File: src/rtl/serial_subtractor.sv
// Bit-serial two's-complement subtractor: DIFF = A - B, one bit per clock,
// LSB first, through one full-subtractor cell and a borrow flop, behind a
// start/busy/done handshake.
//
// Ports:
//   i_clk          system clock, rising edge
//   i_rst          synchronous reset, active-high
//   i_start        operation request, sampled only in IDLE
//   i_a, i_b       minuend / subtrahend, captured on an accepted start
//   o_busy         high while an operation is in flight (SHIFT or DONE)
//   o_done         one-cycle pulse, results valid this cycle
//   o_diff         A - B mod 2^WIDTH, held until the next operation completes
//   o_borrow_out   unsigned A < B, held with o_diff
//   o_overflow     signed overflow of A - B, held with o_diff
module serial_subtractor #(
  parameter int unsigned WIDTH = 8
) (
  input  logic             i_clk,
  input  logic             i_rst,
  input  logic             i_start,
  input  logic [WIDTH-1:0] i_a,
  input  logic [WIDTH-1:0] i_b,
  output logic             o_busy,
  output logic             o_done,
  output logic [WIDTH-1:0] o_diff,
  output logic             o_borrow_out,
  output logic             o_overflow
);

  localparam int unsigned CNT_W = $clog2(WIDTH);

  typedef enum logic [1:0] {
    S_IDLE  = 2'd0,
    S_SHIFT = 2'd1,
    S_DONE  = 2'd2
  } state_t;

  state_t             r_state;
  state_t             w_next_state;

  logic [WIDTH-1:0]   r_a_sr;
  logic [WIDTH-1:0]   r_b_sr;
  logic [WIDTH-1:0]   r_d_sr;
  logic               r_borrow;
  logic [CNT_W-1:0]   r_cnt;
  logic               r_a_msb;
  logic               r_b_msb;

  logic               r_busy;
  logic               r_done;
  logic [WIDTH-1:0]   r_diff;
  logic               r_borrow_out;
  logic               r_overflow;

  logic               w_ai;
  logic               w_bi;
  logic               w_d;
  logic               w_bout;
  logic               w_last;
  logic [WIDTH-1:0]   w_d_next;

  // Full-subtractor cell on the current LSBs plus the running borrow
  assign w_ai     = r_a_sr[0];
  assign w_bi     = r_b_sr[0];
  assign w_d      = w_ai ^ w_bi ^ r_borrow;
  assign w_bout   = (~w_ai & w_bi) | (~(w_ai ^ w_bi) & r_borrow);
  assign w_last   = (r_state == S_SHIFT) && (r_cnt == CNT_W'(WIDTH - 1));
  assign w_d_next = {w_d, r_d_sr[WIDTH-1:1]};

  // Next-state logic
  always_comb begin
    w_next_state = r_state;
    case (r_state)
      S_IDLE:  if (i_start) w_next_state = S_SHIFT;
      S_SHIFT: if (w_last)  w_next_state = S_DONE;
      S_DONE:               w_next_state = S_IDLE;
      default:              w_next_state = S_IDLE;
    endcase
  end

  // State register; busy/done are registered decodes of the next state
  always_ff @(posedge i_clk) begin
    if (i_rst) begin
      r_state <= S_IDLE;
      r_busy  <= 1'b0;
      r_done  <= 1'b0;
    end else begin
      r_state <= w_next_state;
      r_busy  <= (w_next_state != S_IDLE);
      r_done  <= (w_next_state == S_DONE);
    end
  end

  // Operand capture, bit-serial datapath and result registers
  always_ff @(posedge i_clk) begin
    if (i_rst) begin
      r_a_sr       <= '0;
      r_b_sr       <= '0;
      r_d_sr       <= '0;
      r_borrow     <= 1'b0;
      r_cnt        <= '0;
      r_a_msb      <= 1'b0;
      r_b_msb      <= 1'b0;
      r_diff       <= '0;
      r_borrow_out <= 1'b0;
      r_overflow   <= 1'b0;
    end else begin
      case (r_state)
        S_IDLE: begin
          if (i_start) begin
            r_a_sr   <= i_a;
            r_b_sr   <= i_b;
            r_a_msb  <= i_a[WIDTH-1];
            r_b_msb  <= i_b[WIDTH-1];
            r_borrow <= 1'b0;
            r_cnt    <= '0;
          end
        end
        S_SHIFT: begin
          r_a_sr   <= {1'b0, r_a_sr[WIDTH-1:1]};
          r_b_sr   <= {1'b0, r_b_sr[WIDTH-1:1]};
          r_d_sr   <= w_d_next;
          r_borrow <= w_bout;
          r_cnt    <= r_cnt + CNT_W'(1);
          if (w_last) begin
            // The final d is the result sign bit
            r_diff       <= w_d_next;
            r_borrow_out <= w_bout;
            r_overflow   <= (r_a_msb != r_b_msb) && (w_d != r_a_msb);
          end
        end
        default: ;
      endcase
    end
  end

  assign o_busy       = r_busy;
  assign o_done       = r_done;
  assign o_diff       = r_diff;
  assign o_borrow_out = r_borrow_out;
  assign o_overflow   = r_overflow;

endmodule

File: config.mk
export PLATFORM = sky130hd
export DESIGN_NAME = serial_subtractor
export DESIGN_NICKNAME = d
export VERILOG_FILES = /design/src/rtl/serial_subtractor.sv
export SDC_FILE = /design/constraint.sdc
export NUM_CORES = 1
export LEC_CHECK = 0
export ABC_CLOCK_PERIOD_IN_PS = 1850
export BUFFER_PORTS_ARGS = -buffer_cell sky130_fd_sc_hd__buf_2
export CORE_MARGIN = 3
export CORE_UTILIZATION = 49
export DETAILED_ROUTE_END_ITERATION = 16
export PLACE_DENSITY = 0.71
export SLEW_MARGIN = 25
export SYNTH_ARGS = -nofsm -noshare
export SYNTH_HDL_FRONTEND = slang
export SYNTH_SLANG_ARGS = --single-unit
File: constraint.sdc
create_clock -name i_clk -period 1.85 [get_ports i_clk]
set_input_delay 0.185 -clock i_clk [delete_from_list [all_inputs] [get_ports i_clk]]
set_output_delay 0.185 -clock i_clk [all_outputs]
set_load 0.1 [all_outputs]
# Word-level counts from Yosys, hierarchy flattened
# Cells that the tools add are included.
[totals]
reg_bits = 44
input_bits = 19
out_inout_bits = 12
elab_cells = 46
[classes]
n_addsub = 1
n_eq_ne = 6
n_mux = 11
n_bitwise = 7
n_reduce_logical = 8
[op_table]
columns = ["operator", "n"]
rows = [
  ["8-bit case mux with 2 select lines", 2],
  ["8-bit 2-to-1 mux", 2],
  ["3-bit case mux with 2 select lines", 1],
  ["2-bit AND reduction", 3],
  ["2-bit 2-to-1 mux", 2],
  ["2-bit case mux with 2 select lines", 1],
  ["2-bit nonzero test", 2],
  ["3-bit by 1-bit adder with 3-bit output, second input constant", 1],
  ["3-bit equality test, second input constant", 1],
  ["3-bit 2-to-1 mux", 1],
  ["1-bit AND", 2],
  ["2-bit by 1-bit equality test with 1-bit output, second input constant", 1],
  ["2-bit equality test, second input constant", 1],
  ["1-bit logical AND", 2],
  ["2-bit zero test", 1],
  ["1-bit inequality test", 2],
  ["2-bit inequality test, second input constant", 1],
  ["1-bit inverter", 2],
  ["1-bit case mux with 2 select lines", 1],
  ["1-bit XOR", 2],
  ["1-bit 2-to-1 mux", 1],
  ["1-bit OR", 1],
]

# Logic depth before layout (Yosys ltp)
# Gate-level depths: netlist (run 1).
[logic_depth]
word_depth = 5
depth_mapped = 6

# Least setup slack after synthesis (run 1)
# OpenSTA, ideal clock, no wires.
[synth_path]
path_type = "register to register"
startpoint = "register r_a_sr[0]"
endpoint = "register r_overflow, in the netlist o_overflow"
setup_ns = 0.091
t_arrival_ns = 1.561
required_ns = 1.759
path_slack_ns = 0.198
path_stages_with_launch = 5
synth_period_minus_slack_ns = 1.652
path_cell_list = "dfxtp_1 -> inv_1 -> fa_1 -> or3b_2 -> a311oi_1"
[synth_between]
elab_chain_cells = 4
[synth_rtl]
columns = ["element", "line_no", "source"]
rows = [
  ["start: declaration", "41", "logic [WIDTH-1:0] r_a_sr;"],
  ["start signal: assignment", "111", "r_a_sr <= i_a;"],
  ["start signal: assignment", "120", "r_a_sr <= {1'b0, r_a_sr[WIDTH-1:1]};"],
  ["1-bit XOR (2 in a row)", "65", "assign w_d = w_ai ^ w_bi ^ r_borrow;"],
  ["1-bit inequality test", "129", "r_overflow <= (r_a_msb != r_b_msb) && (w_d != r_a_msb);"],
  ["1-bit logical AND", "129", ""],
  ["end signal: assignment", "129", ""],
  ["end: declaration", "53", "logic r_overflow;"],
]
# Every way passes these cells.
# A chain may end at the register's enable or synchronous reset.

# Worst setup path after layout (run 1)
# Ends and elaborated chain as after synthesis.

==> impl_metrics.ini, run 1 <==
[logic_synthesis]
synth-edff-count = 0
synth_top_cell_area_share_pct = 46.9
ys_types = 26
ys_seq_elements = 43
synth_top_family_by_area = compound AO/OA/AOI/OAI gates
synthXorXnorAreaFrac_pct = 0
netlist_area_sq_um = 1830
synthSimpleGateAreaFrac_pct = 15.8
syn_nets = 200
synth_area_leaders = dfxtp_1, a211oi_2, mux2i_1, nand2_1, nor2_1
async_reset_ff_share_pct = 0
ys.flop_type = dfxtp_1
yosys.cell_count.top_type = dfxtp_1
synthCells = 178
netlist.top_cell.by_area = dfxtp_1
avgSynthCellArea_sq_um = 10.3
synth_compound_area_share_pct = 18.9
synth_fa_ha_area_share_pct = 2.46
ys_seq_area_share_pct = 46.9
ys_top_cells_by_count = dfxtp_1, nand2_1, nor2_1, mux2i_1, a211oi_2
yosysWarnings = 0
muxShareOfSynthArea_pct = 9.28

[floorplanning]
die_h_um = 67.2
die_w_um = 67.2
num_io_pins = 31
initial_core_util_pct = 52.9
fp-row-count = 21
dieArea_sq_um = 4510
core_sq_um = 3470

[sta]
min_period_ns = 1.74
rsz0062_at_grt = no
worst_slew_pin_slew_ns = 0.488
fmax_mhz = 575
slew_violations = 0
slew_headroom_pct = 67.7
hold_viol = 0
setup_viol = 0
min_period_over_period_pct = 94.0
fin_setup_tns_ns = 0
skew_ns = 0.00885

[place]
portBuffers = 30
place_congestion = 0.725
place_area_sq_um = 1960
dp_hpwl_um = 2430

[global_routing]
antenna_found_initial = 0
grt.total_usage_pct = 16.7
grt_pass1_vias = 1265
overflow = 0
grt_pass1_wl_um = 5690
grt_max_degree = 29

[clock_network]
post-cts-setup-buffer-count = 0
h-tree-depth = 2
cts-root-buf = clkbuf_8
cts_resized = 0
cts_buffers = 5
clockBufferDepth = 2
cts_tree = yes
cts.clk_slew.worst_paths_ns = 0.08
cts_hold_buffers = 0
clkLatencyLatePin_ns = 0.29
cts_sinks = 43

[critical_path]
r2r_setup_slack_ns = 0.11
worstSetupEndpointType = flop
critPathRequiredTime_ns = 2.06
timing.rr.start = r_a_sr[0]
critPathLaunchType = flop
r2r_end = o_overflow
critical_path_class = reg2reg
cp_max_fo = 4
cp.arrival_ns = 1.94
worstRegToRegCells = 4

[layout]
diodes = 0
num-nets-final = 228
area_growth_pct = 11.4
stdcell_area_sq_um = 2040
final_core_util_pct = 58.9
drive_gt1_share_pct = 31.9

[route]
postRouteAntennaNets = 0
vias = 1318
wl_um = 3370
first_pass_iters = 4
drc = 0
viasPerCell = 5.21
routedWlPerCell_um = 13.3
drt_iter0_drc = 43

[pwr]
switching_share_pct = 25.3
p_sw_w = 0.000446
p_clk_share_pct = 31.2
p_leak_nw = 0.824
pwr-share-seq_pct = 56.4
internal_power_w = 0.00132
p_comb_share_pct = 12.3
ir_worst_vdd_mv = 0.462
powerDensity_nw_per_um2 = 864

[min_path]
hold-path-cell-count = 3
hp-start = i_b[7]
hold_class = in2reg
whs_endpoint = r_b_msb

[run]
drv_cap = 0

[status]
status = finished, final reports clean
## flip-flops by register name (all words and copies together), names as in the netlist
signal,count
o_done,1
r_b_sr,8
o_diff,8
r_a_sr,8
r_state,2
r_a_msb,1
o_borrow_out,1
r_borrow,1
o_overflow,1
r_cnt,3
r_b_msb,1
o_busy,1
r_d_sr,7
## metal layers
metal | vias up | track usage [%] | wire, um
li1 | 665 | - | -
met1 | 620 | 21.5 | 1580
met2 | 28 | 27.4 | 1610
met3 | 5 | 3.99 | 151
met4 | 0 | 6.08 | 35
met5 | - | 0 | 0
## worst max-delay path, cell delays in order (launching register included)
cell	delay (ns)
dfxtp_1	0.33
inv_1	0.06
fa_1	0.55
or3b_2	0.47
a311oi_1	0.25
## metrics by stage
| step | worst slack, ns | power [W] | hold WS (ns) | instances |
|---|---|---|---|---|
| 2_1_floorplan | 0.198 | 0.00120 | 0.332 | 178 |
| 6_report | 0.111 | 0.00176 | 0.159 | 253 |
| 3_3_place_gp | 0.172 | 0.00122 | 0.435 | 245 |
| 5_1_grt | 0.0248 | 0.00185 | 0.185 | 253 |
| 4_1_cts | 0.103 | 0.00179 | 0.158 | 253 |
| 3_5_place_dp | 0.0929 | 0.00124 | 0.445 | 245 |
## layout by cell type, fill, tap and decap left out, drive strengths merged, types with 2 or more instances in the layout
master and count:
nand3b 2, clkbuf 5, a211oi 17, dfxtp 43, mux2i 17, clkinv 3
nand2 28, ha 2, nor2 28, a22oi 5, buf 33, a21oi 14
## cell type report
class / instances / area (sq um)
Tap cell: 46 / 57.6
Timing Repair Buffer: 33 / 185
Multi-Input combinational cell: 122 / 852
Clock buffer: 5 / 68.8
Clock inverter: 3 / 15.0
Sequential cell: 43 / 861
Inverter: 1 / 3.75
Fill cell: 316 / 1430
## power by group through the flow
stage	combinational (W)	clock, W	sequential [W]
finish	0.000218	0.000551	0.000996
global route	0.000239	0.000608	0.00100
CTS	0.000220	0.000570	0.000995
detailed placement	0.000218	0	0.00102
global placement	0.000208	0	0.00101
floorplan	0.000180	0	0.00102
## worst max path at each step
stage	depth (start not counted)	end	startpoint
6_report	4	o_overflow	r_a_sr[0]
5_1_grt	4	o_overflow	r_a_sr[0]
4_1_cts	4	o_overflow	r_a_sr[0]
3_5_place_dp	4	o_overflow	r_a_sr[0]
3_3_place_gp	4	o_overflow	r_a_sr[0]
2_1_floorplan	4	o_overflow	r_a_sr[0]
## kinds of logic after synthesis
logic type / count (synthesis)
adders and majority gates: 3
buffers and inverters: 13
muxes: 17
and+or+nand+nor: 63
DFF: 43
AOI/OAI and AO/OA: 39
(Power assumes the default switching activity.)
==> run 2, diff against run 1 <==
--- a/config.mk
+++ b/config.mk
@@ -7,10 +7,12 @@
 export LEC_CHECK = 0
 export ABC_CLOCK_PERIOD_IN_PS = 1850
 export BUFFER_PORTS_ARGS = -buffer_cell sky130_fd_sc_hd__buf_2
+export CELL_PAD_IN_SITES_DETAIL_PLACEMENT = 1
+export CELL_PAD_IN_SITES_GLOBAL_PLACEMENT = 1
 export CORE_MARGIN = 3
-export CORE_UTILIZATION = 49
+export CORE_UTILIZATION = 42
 export DETAILED_ROUTE_END_ITERATION = 16
-export PLACE_DENSITY = 0.71
+export PLACE_DENSITY_LB_ADDON = 0.1
 export SLEW_MARGIN = 25
 export SYNTH_ARGS = -nofsm -noshare
 export SYNTH_HDL_FRONTEND = slang
==> run 2 against run 1 <==
Net effect: cell count grew 1.2%; count of clock-buffer cells in the layout grew 1; critical endpoint unchanged; clock skew shrank 0.0033 ns.
==> impl_metrics.ini, run 2 (same netlist as run 1, synthesis figures left out) <==
[route]
first_pass_iters = 4
drt_iter0_drc = 37
drc = 0
vias = 1332
postRouteAntennaNets = 0
wl_um = 3680
viasPerCell = 5.20
routedWlPerCell_um = 14.4

[floorplanning]
core_sq_um = 4120
die_h_um = 72.1
die_w_um = 72.1
fp-row-count = 23
initial_core_util_pct = 44.6
num_io_pins = 31
dieArea_sq_um = 5200

[layout]
layout_commonest_cell = dfxtp_1
final_core_util_pct = 49.9
diodes = 0
layout_common_cells = dfxtp_1, buf_2, nand2_1
drive_gt1_share_pct = 32.0
area_growth_pct = 12.0
num-nets-final = 228

[global_routing]
antenna_found_initial = 0
grt.total_usage_pct = 15.7
overflow = 0
grt_max_degree = 29
grt_pass1_vias = 1369
grt_pass1_wl_um = 6290

[sta]
worst_slew_pin_slew_ns = 0.496
skew_ns = 0.00553
min_period_ns = 1.70
slew_headroom_pct = 67.2
fmax_mhz = 587
hold_viol = 0
fin_setup_tns_ns = 0
slew_violations = 0
setup_viol = 0
min_period_over_period_pct = 92.1
rsz0062_at_grt = no

[critical_path]
critical_path_class = reg2reg
critPathRequiredTime_ns = 2.06
critPathLaunchType = flop
cp.arrival_ns = 1.92
worstSetupEndpointType = flop
cp_max_fo = 4

[clock_network]
cts_buffers = 5
cts_sinks = 43
post-cts-setup-buffer-count = 0
clkLatencyLatePin_ns = 0.30
cts-root-buf = clkbuf_8
clockBufferDepth = 2
h-tree-depth = 2
cts_tree = yes
cts.clk_slew.worst_paths_ns = 0.08

[place]
dp_hpwl_um = 2690
place_congestion = 0.718
portBuffers = 30

[pwr]
p_leak_nw = 0.821
p_total_w = 0.00181
powerDensity_nw_per_um2 = 879
ir_worst_vdd_mv = 0.408

[run]
drv_cap = 0

[status]
status = finished, final reports clean

[min_path]
hold_class = in2reg
-- run 2: cell type report --
type | count | area, sq um
Clock inverter | 1 | 5.00
Inverter | 1 | 3.75
Timing Repair Buffer | 33 | 185
Multi-Input combinational cell | 122 | 855
Sequential cell | 43 | 861
Tap cell | 50 | 62.6
Clock buffer | 6 | 82.6
Fill cell | 473 | 2060
-- run 2: path summary, 6_finish.rpt --
kind	start	endpoint	slack [ns]	depth (start not counted)
min reg2reg	o_diff[3]	o_diff[3]	0.46	2
max reg2reg	r_a_sr[0]	o_overflow	0.15	4
min	i_a[7]	r_a_msb	0.15	3
max	r_a_sr[0]	o_overflow	0.15	4
-- run 2: worst max-delay path: stages (launching register included) --
cell	delay, ns
dfxtp_1	0.33
inv_1	0.06
fa_2	0.51
or3b_2	0.45
a311oi_1	0.26
-- run 2: what timing repair did --
item                       4_1_cts  5_1_grt
setup endpoints to repair        0        1
hold buffers                     0        0
gates resized for setup          0        1
-- run 2: through the flow --
step / cells / instance area, sq um / hold slack (ns) / worst slack [ns]
final: 256 / 2050 / 0.148 / 0.147
after global routing: 256 / 2050 / 0.162 / 0.0377
after CTS: 256 / 2050 / 0.143 / 0.0650
after detailed placement: 249 / 1960 / 0.452 / 0.0851
after global placement: 249 / 1960 / 0.439 / 0.163
after floorplan: 178 / 1830 / 0.332 / 0.198
-- run 2: layer usage --
metal,GRT usage (%),share of wire [%]
met1,18.4,44
met2,26.1,49
met3,5.82,5.7
met4,6.26,1.7
met5,0,0
-- run 2: where the power goes --
part           total, W  internal (W)  switching, W
clock network  0.000589      0.000293      0.000297
logic          0.000221     0.0000954      0.000126
registers      0.000995      0.000967     0.0000286
total           0.00181       0.00135      0.000451
==> run 3, diff against run 2 <==
--- a/config.mk
+++ b/config.mk
@@ -17,3 +17,4 @@
 export SYNTH_ARGS = -nofsm -noshare
 export SYNTH_HDL_FRONTEND = slang
 export SYNTH_SLANG_ARGS = --single-unit
+export TNS_END_PERCENT = 20
==> constraint.sdc (replaced) <==
create_clock -name i_clk -period 1.85 [get_ports i_clk]
set_input_delay 0.555 -clock i_clk [delete_from_list [all_inputs] [get_ports i_clk]]
set_output_delay 0.555 -clock i_clk [all_outputs]
set_load 0.1 [all_outputs]
==> run 3 against run 2 <==
Net effect: cell area is 0.30% lower; first-iteration DRC count up 30%; setup slack lost 0.065 ns; critical endpoint unchanged; highest routed layer unchanged; register-to-register slack got worse by 0.07 ns; count of clock-buffer cells in the layout is the same; die area is the same; critical path depth unchanged; via count up 1.1%; cell count stayed put.
==> impl_metrics.ini, run 3 (same netlist as run 1, synthesis figures left out) <==
[status]
status = finished, final reports clean

[critical_path]
worstRegToRegCells = 4
cp_top_family = adder cells
worstSetupEndpointType = flop
cp.buffers_inverters = 1
critical_path_class = reg2reg
r2r_end = o_overflow
slowest_stage = fa_2
crit_path_max_incr_delay_ns = 0.51
startpoint = r_a_sr[0]
cp.arrival_ns = 1.98
cp_max_fo = 4
critPathLaunchType = flop
critPathRequiredTime_ns = 2.06
r2r_setup_slack_ns = 0.08
cp_cell_sequence = inv_1, fa_2, or3b_2, a311oi_2
timing.rr.start = r_a_sr[0]

[floorplanning]
die_w_um = 72.1
dieArea_sq_um = 5200
fp-row-count = 23
die_h_um = 72.1
initial_core_util_pct = 44.6
core_sq_um = 4120
num_io_pins = 31

[min_path]
whs_endpoint = o_diff[3]
hp-start = o_diff[3]
hold_class = reg2reg
hold-path-cell-count = 2

[pwr]
ir_worst_vdd_mv = 0.417
p_total_w = 0.00181
powerDensity_nw_per_um2 = 881
p_leak_nw = 0.818

[sta]
rsz0062_at_grt = no
slew_violations = 0
slew_headroom_pct = 67.2
fmax_mhz = 565
min_period_over_period_pct = 95.6
fin_setup_tns_ns = 0
min_period_ns = 1.77
skew_ns = 0.00297
hold_viol = 0
worst_slew_pin_slew_ns = 0.495
setup_viol = 0

[route]
drc = 0
postRouteAntennaNets = 0
viasPerCell = 5.26
wl_um = 3740
drt_iter0_drc = 48
vias = 1347
routedWlPerCell_um = 14.6
first_pass_iters = 4

[global_routing]
grt.total_usage_pct = 16.4
grt_max_degree = 29
grt_pass1_vias = 1460
antenna_found_initial = 0
grt_pass1_wl_um = 6650
overflow = 0

[clock_network]
clockBufferDepth = 2
h-tree-depth = 2
cts-root-buf = clkbuf_8
cts_sinks = 43
clkLatencyLatePin_ns = 0.29
cts_buffers = 5
post-cts-setup-buffer-count = 0
cts_tree = yes
cts.clk_slew.worst_paths_ns = 0.07

[layout]
final_core_util_pct = 49.8
area_growth_pct = 11.7
layout_commonest_cell = dfxtp_1
diodes = 0
num-nets-final = 228
layout_common_cells = dfxtp_1, buf_2, nand2_1
drive_gt1_share_pct = 32.5
nFillCells = 488

[run]
drv_cap = 0

[place]
dp_hpwl_um = 2760
portBuffers = 30
place_congestion = 0.730
## run 3: repair_timing
item	4_1_cts	5_1_grt
resized for setup	1	1
hold endpoints to repair	0	0
hold buffers	0	0
setup endpoints to repair	1	1
## run 3: how the worst max path moves through the flow
stage,depth (start not counted),end,slack (ns)
floorplan,4,o_overflow,0.20
global placement,4,o_overflow,0.16
detailed placement,4,o_overflow,0.02
CTS,4,o_overflow,0.01
global route,4,o_overflow,0.02
finish,4,o_overflow,0.08
## run 3: layout make-up
class	count	area [sq um]	area share, %
inverter	1	3.75	0.183
multi-input combinational	122	861	42.0
tap	50	62.6	3.05
clock buffer	6	82.6	4.03
sequential	43	861	42.0
timing repair buffer	33	173	8.43
clock inverter	1	5.00	0.244
## run 3: per-layer routing
layer  global-route usage [%]  wire (um)  share of wire (%)  up-vias
met2                     27.9       1900                 51       23
met4                     6.26         62                1.7        0
met3                     5.40        176                4.7        6
li1                         -          -                  -      671
met5                        0          0                  0        -
met1                     19.1       1600                 43      647
## run 3: through the flow
step	worst slack (ns)	instances	area, sq um	hold slack (ns)
floorplan	0.198	178	1830	0.432
global placement	0.164	249	1950	0.443
detailed placement	0.0234	249	1950	0.458
CTS	0.0111	256	2050	0.471
global route	0.0167	256	2050	0.491
finish	0.0815	256	2050	0.465
## run 3: worst reg2reg max path, delay by kind of cell, from the launching register on
kind,cells,cell delay (ns)
adders and majority gates,1,0.51
and+or+nand+nor,1,0.47
AOI/OAI and AO/OA,1,0.28
buffers and inverters,1,0.07
DFF,1,0.35
## run 3: where the power goes
group / internal [W] / switching, W / total, W
clock: 0.000293 / 0.000302 / 0.000594
combinational: 0.0000915 / 0.000126 / 0.000217
sequential: 0.000967 / 0.0000271 / 0.000994
total: 0.00135 / 0.000454 / 0.00181
